==> src/rtl/memb_load_ctrl.sv <==
// memB load sequencer: fetches DIM rows of B from SRAM, feeds them to the
// skew FIFOs, then flushes with zero beats. A 1-entry skid absorbs stalls.
module memb_load_ctrl #(
  parameter int BITS_AB = 8,
  parameter int DIM     = 8,
  parameter int ADDR_W  = 10
) (
  input  logic                   clk,
  input  logic                   rst,
  input  logic                   start,
  input  logic [ADDR_W-1:0]      base_addr,
  input  logic                   stall,
  output logic                   busy,
  output logic                   done,
  output logic                   mem_rd_en,
  output logic [ADDR_W-1:0]      mem_addr,
  input  logic [DIM*BITS_AB-1:0] mem_rdata,
  output logic                   b_en,
  output logic [DIM*BITS_AB-1:0] b_vec
);

  localparam int FLUSH = 2*DIM-1;
  localparam int W     = DIM*BITS_AB;
  localparam int CW    = $clog2(DIM+1);
  localparam int ZW    = $clog2(FLUSH+1);

  typedef enum logic [1:0] {
    S_IDLE,
    S_FETCH,
    S_FLUSH,
    S_DONE
  } state_t;

  state_t            state_q, state_d;
  logic [ADDR_W-1:0] base_q, base_d;
  logic [CW-1:0]     rd_cnt_q, rd_cnt_d;
  logic [CW-1:0]     row_cnt_q, row_cnt_d;
  logic [ZW-1:0]     z_cnt_q, z_cnt_d;
  logic              rd_pend_q, rd_pend_d;
  logic              skid_v_q, skid_v_d;
  logic [W-1:0]      skid_q, skid_d;
  logic [W-1:0]      b_vec_q, b_vec_d;

  logic              avail;
  logic              skid_free;
  logic [W-1:0]      row;

  always_comb begin
    state_d   = state_q;
    base_d    = base_q;
    rd_cnt_d  = rd_cnt_q;
    row_cnt_d = row_cnt_q;
    z_cnt_d   = z_cnt_q;
    skid_v_d  = skid_v_q;
    skid_d    = skid_q;
    busy      = (state_q != S_IDLE);
    done      = 1'b0;
    mem_rd_en = 1'b0;
    mem_addr  = base_q + ADDR_W'(rd_cnt_q);
    b_en      = 1'b0;
    b_vec     = b_vec_q;
    avail     = skid_v_q | rd_pend_q;
    row       = skid_v_q ? skid_q : mem_rdata;
    // a full skid counts as free when it is being drained this cycle
    skid_free = !skid_v_q || !stall;

    unique case (state_q)
      S_IDLE: begin
        if (start) begin
          state_d   = S_FETCH;
          base_d    = base_addr;
          rd_cnt_d  = '0;
          row_cnt_d = '0;
          z_cnt_d   = '0;
          skid_v_d  = 1'b0;
        end
      end
      S_FETCH: begin
        mem_rd_en = !stall && (rd_cnt_q < CW'(DIM)) && skid_free;
        if (mem_rd_en) rd_cnt_d = rd_cnt_q + 1'b1;
        if (rd_pend_q && (stall || skid_v_q)) begin
          skid_d   = mem_rdata;
          skid_v_d = 1'b1;
        end else if (!stall) begin
          skid_v_d = 1'b0;
        end
        if (!stall && avail) begin
          b_en      = 1'b1;
          b_vec     = row;
          row_cnt_d = row_cnt_q + 1'b1;
          if (row_cnt_q == CW'(DIM-1)) state_d = S_FLUSH;
        end
      end
      S_FLUSH: begin
        if (!stall) begin
          b_en    = 1'b1;
          b_vec   = '0;
          z_cnt_d = z_cnt_q + 1'b1;
          if (z_cnt_q == ZW'(FLUSH-1)) state_d = S_DONE;
        end
      end
      S_DONE: begin
        done    = 1'b1;
        state_d = S_IDLE;
      end
      default: state_d = S_IDLE;
    endcase

    b_vec_d   = b_vec;
    rd_pend_d = mem_rd_en;
  end

  always_ff @(posedge clk) begin
    if (rst) begin
      state_q   <= S_IDLE;
      base_q    <= '0;
      rd_cnt_q  <= '0;
      row_cnt_q <= '0;
      z_cnt_q   <= '0;
      rd_pend_q <= 1'b0;
      skid_v_q  <= 1'b0;
      skid_q    <= '0;
      b_vec_q   <= '0;
    end else begin
      state_q   <= state_d;
      base_q    <= base_d;
      rd_cnt_q  <= rd_cnt_d;
      row_cnt_q <= row_cnt_d;
      z_cnt_q   <= z_cnt_d;
      rd_pend_q <= rd_pend_d;
      skid_v_q  <= skid_v_d;
      skid_q    <= skid_d;
      b_vec_q   <= b_vec_d;
    end
  end

endmodule

==> config.mk <==
export PLATFORM = sky130hd
export DESIGN_NAME = memb_load_ctrl
export DESIGN_NICKNAME = d
export VERILOG_FILES = /design/src/rtl/memb_load_ctrl.sv
export SDC_FILE = /design/constraint.sdc
export NUM_CORES = 1
export LEC_CHECK = 0
export CORE_ASPECT_RATIO = 1.25
export CORE_MARGIN = 10
export CORE_UTILIZATION = 51
export DETAILED_ROUTE_END_ITERATION = 6
export GPL_ROUTABILITY_DRIVEN = 0
export PLACE_DENSITY_LB_ADDON = 0.1
export SLEW_MARGIN = 25
export SYNTH_ARGS = -nofsm -noshare
export SYNTH_HDL_FRONTEND = slang
export SYNTH_SLANG_ARGS = --single-unit
export TNS_END_PERCENT = 30
==> constraint.sdc <==
create_clock -name clk -period 2.9 [get_ports clk]
set_clock_uncertainty 0.1 [all_clocks]
set_input_delay 0.58 -clock clk [delete_from_list [all_inputs] [get_ports clk]]
set_output_delay 0.58 -clock clk [all_outputs]
set_load 0.05 [all_outputs]
### Yosys cells after proc, flatten, opt, wreduce, memory -nomap -nowiden

Cells that the tools add are included.

* add/sub/neg operators: 4
* multipliers: 0
* divide/modulo/power cells: 0
* magnitude comparators: 1
* equal/unequal tests: 12
* shifts and indexed selects: 0
* multiplexer cells: 26
* bitwise operators: 1
* reduce and logical (&&, ||, !) cells: 19

Operators by type and width (count)
* $mux W64: 3
* $pmux W64 S2: 1
* $pmux W4 S2: 3
* $mux W4: 4
* $add A4 B1 Y4 const B: 3
* $ne A2 B2 Y1 const B: 6
* $reduce_and A3 Y1: 4
* $add A10 B4 Y10: 1
* $mux W2: 5
* $pmux W2 S4: 1
* $mux W1: 7
* $reduce_bool A2 Y1: 3
* $reduce_and A5 Y1: 1
* $eq A2 B2 Y1 const B: 2
* $eq A4 B3 Y1 const B: 1
* $eq A4 B4 Y1 const B: 1
* $logic_and A1 B1 Y1: 4
* $lt A4 B4 Y1 const B: 1
* $pmux W1 S2: 2
* $reduce_and A2 Y1: 2
* $ne A3 B3 Y1 const B: 1
* $eq A2 B1 Y1 const B: 1
* $logic_not A1 Y1: 2
* $logic_not A2 Y1: 1
* other kinds (2): 3

* register bits after elaboration: 154
* latch bits: 0
* bits in writable memories: 0
* bits in read-only memories: 0
* memories: 0

### Logic depth before layout (Yosys ltp)

* depth after elaboration: 5
* gate-level depth with buffers: 9
* mapped depth without buffers: 7

### Least setup slack after synthesis

No wires, ideal clock.

* kind: reg-to-output
* start point: register state_q[1]
* end point: output b_en
* arrival time: 2.288 ns
* data required time: 2.220 ns
* setup slack: -0.068 ns
* stages on the path, launching flop included: 8
* path buffers: 2
* path through: dfxtp_1 -> inv_1 -> ha_1 -> buf_4 -> clkbuf_1 -> nor2b_1 -> nor2_1 -> nor3b_1

* cells in the longest elaborated chain, start to end: 2
* elaborated cells on any way between the ends: 3
* those cells by class: eq/ne (2); mux (1)

RTL lines
* start: declaration: RTL line 34 `state_t state_q, state_d;`
* start signal: assignment: RTL line 125 `state_q <= state_d;`
* $eq A2 B2 Y1 or $eq A2 B1 Y1 (tied branches): RTL line 67 `unique case (state_q)`
* $pmux W1 S2 *: RTL line 67
* end: declaration: RTL line 18 `output logic b_en,`

Every way passes the cells marked *; elsewhere a longest branch is shown, timed or not.

### Worst setup path after layout

* start point: register state_q[1]
* end point: output b_vec[57]

* cells in the longest elaborated chain, start to end: 2
* elaborated cells on any way between the ends: 3
* those cells by class: eq/ne (2); mux (1)

RTL lines
* $eq A2 B2 Y1 or $eq A2 B1 Y1 (tied branches): RTL line 67
* $pmux W64 S2 *: RTL line 67
* end: declaration: RTL line 19 `output logic [DIM*BITS_AB-1:0] b_vec`

Marked as above.

==> impl_metrics.toml <==
[sta]
worst_pin_slew_ns = 0.738
max_freq_mhz = 337
fin_crit_ns = 2.97
finalSetupViolations = 51
rsz0062_at_grt = "true"
fin_ws_ns = -0.0673
drv_slew = 0
fin_crit_sh_pct = 102
hold_viol = 0
max_slew_margin_pct = 50.8

[pwr]
p_total_w = 0.00664
leakage_nw = 4.60
cellPowerDensity_nw_per_um2 = 552
p_int_w = 0.00460
switching_share_pct = 30.7
irDropWorstVdd_mv = 0.643
p_seq_share_pct = 33.8
p_clk_share_pct = 38.2
switching_power_w = 0.00204
p_comb_share_pct = 27.9

[cells_and_area]
stdcell_count = 1319
layout-drive-gt1-share_pct = 40.6
fin_area_sq_um = 12000
antenna_cells = 0
layout.nets = 1224
area_growth_pct = 65.6

[detailed_routing]
vias = 7079
drcViolationCount = 0
routed_via_density = 5.37
antenna_left = 0
drt_pass1_iterations = 5
wl_per_cell_um = 17.8
drtIter0Drc = 528
routed_wirelength_um = 23400

[global_route]
antenna_found_initial = 0
grt_pass1_vias = 7021
busiest_layer = "met2"
use_met2_pct = 38.1
grt_pass1_wl_um = 34900
use_met3_pct = 9.03
track_usage_pct = 21.7
grt_max_degree = 59
gr-total-overflow = 0
gr-usage-met1_pct = 22.5

[yosys]
synth_ff_type = "dfxtp_1"
synthArstFlopShare_pct = 0
syn-num-nets = 977
yosysWarnings = 0
ys_ff_latch = 154
synthCells = 885
seq_area_frac_synth_pct = 42.5
syn_avg_cell_area_sq_um = 8.21
ys_types = 47
synth_area_sq_um = 7260
synth_edf_count = 0

[floorplan]
die_x_um = 127
die_area_sq_um = 19400
die_y_um = 153
rows = 48
top_level_ports = 156
core_sq_um = 13900
initial_core_util_pct = 52.3

[worst_hold_path]
hold_path.class = "reg2reg"

[cts]
cts-root-buf = "clkbuf_16"
cts_buffers = 17
clkTransAtPathRegs_ns = 0.06
htreeDepth = 4
cts_sinks = 154
postCtsHoldBufs = 0
ctsLongestPathBuffers = 2
cts_tree = "built"
insertion_delay_ns = 0.42

[placement]
numPortBuffers = 155
dp_cells = 1267
hpwlAfterDp_um = 13700
place_area_sq_um = 10400

[critical_path]
cp_num_buf_inv = 3
cp_max_fo = 8
worstSetupEndpointType = "output port"
critPathLaunchType = "register"
path_class = "reg2out"
path_cells = "inv_4 -> ha_4 -> or3b_4 -> clkbuf_16 -> or2_4 -> nand2_2 -> buf_12"
critPathArrivalTime_ns = 2.29
crit_required_ns = 2.22
cpPeakStageDelay_ns = 0.49
crit_family = "simple AND/OR/NAND/NOR gates"
cpMaxStageDelayCell = "or3b_4"

[job]
maxCapViolCount = 0

[outcome]
violations = "negative setup slack"
status = "finished with violations"
registers in the layout (all words and copies together), names as in the netlist:
signal	flops
b_vec_q	64
base_q	10
rd_cnt_q	4
rd_pend_q	1
row_cnt_q	4
skid_q	64
skid_v_q	1
state_q	2
z_cnt_q	4
power groups by stage:
stage | Sequential (W) | Combinational (W) | Clock [W]
after floorplan | 0.00227 | 0.000913 | 0
after global placement | 0.00228 | 0.00157 | 0
after detailed placement | 0.00228 | 0.00158 | 0
after CTS | 0.00224 | 0.00170 | 0.00256
after global routing | 0.00225 | 0.00197 | 0.00264
final | 0.00225 | 0.00185 | 0.00254
through the flow:
| step | utilization, % | hold WS, ns | worst slack, ns | setup TNS, ns |
|---|---|---|---|---|
| floorplan | - | 0.336 | 0.0632 | 0 |
| global placement | 74.7 | 0.341 | -0.173 | -7.83 |
| detailed placement | 74.7 | 0.346 | -0.218 | -10.28 |
| CTS | 83.0 | 0.354 | -0.111 | -3.03 |
| global route | 86.7 | 0.368 | -0.117 | -4.85 |
| finish | 86.7 | 0.352 | -0.0673 | -1.98 |
layout make-up:
| class | count | area, sq um |
|---|---|---|
| Multi-Input combinational cell | 662 | 4570 |
| Timing Repair Buffer | 287 | 3430 |
| Sequential cell | 154 | 3090 |
| Fill cell | 703 | 1840 |
| Clock buffer | 20 | 457 |
| Tap cell | 175 | 219 |
| Clock inverter | 11 | 218 |
| Inverter | 10 | 40.0 |
timing repair:
action	CTS	global route
endpoints found under the setup margin	66	69
resized for setup	125	100
setup buffers	5	8
pin swaps	82	48
cloned	3	5
worst min-delay path: stages, from the launching register on:
cell and delay [ns]:
dfxtp_1 0.31, nand2_1 0.05, a21oi_1 0.05
per-layer routing:
metal | part of all wire [%] | up-vias
met5 | 0 | -
met4 | 2.5 | 0
met3 | 7.6 | 36
met2 | 52 | 201
met1 | 38 | 3404
li1 | - | 3438
kinds of logic (layout without fill, tap and decap cells):
kind of cell	after synthesis	in the layout	share of synthesized area [%]
adder cells (fa/ha/maj)	14	14	2.52
flip-flops	154	154	42.5
buffers and inverters	70	328	4.58
multiplexers	67	67	9.23
XOR/XNOR	11	11	1.33
AO/OA/AOI/OAI	172	172	16.0
AND/OR/NAND/NOR	397	398	23.9
synth_stat cells (4+ instances only):
cell type / instances / area, sq um
a21oi_1: 86 / 430
a21oi_2: 60 / 526
buf_1: 14 / 52.6
buf_2: 8 / 40.0
buf_6: 7 / 78.8
clkbuf_1: 29 / 109
dfxtp_1: 154 / 3080
ha_1: 13 / 163
inv_1: 10 / 37.5
mux2i_1: 67 / 671
nand2_1: 285 / 1070
nand2b_1: 7 / 43.8
nand3_1: 8 / 40.0
nor2_1: 15 / 56.3
nor2b_1: 4 / 25.0
o21ai_0: 4 / 20.0
o21bai_1: 4 / 30.0
or2_1: 60 / 375
or2_2: 4 / 25.0
xnor2_1: 6 / 52.6
xor2_1: 5 / 43.8
path summary, 6_finish.rpt:
check / from / end / slack, ns / depth (start not counted)
hold / removal: skid_q[49]$_SDFFE_PP0P_ / skid_q[49]$_SDFFE_PP0P_ / 0.35 / 2
setup reg to reg: state_q[1]$_SDFFE_PP0P_ / b_vec_q[39]$_SDFF_PP0_ / 0.74 / 8
setup / recovery: state_q[1]$_SDFFE_PP0P_ / b_vec[57] / -0.07 / 7
hold reg to reg: skid_q[49]$_SDFFE_PP0P_ / skid_q[49]$_SDFFE_PP0P_ / 0.35 / 2
layout by cell type, fill, tap and decap left out, types with 5 or more instances in the layout:
cell	instances
xor2_1	5
nand3_1	8
clkdlybuf4s50_1	78
buf_4	122
bufinv_16	6
ha_1	10
clkbuf_16	20
a21oi_2	60
nor2_1	15
or2_4	56
nand2b_1	7
nand2_1	198
inv_1	7
dfxtp_1	149
mux2i_1	67
or2_1	8
nand2_4	53
a21oi_1	86
buf_12	76
nand2_2	34
Power figures use the tool's default switching activity.
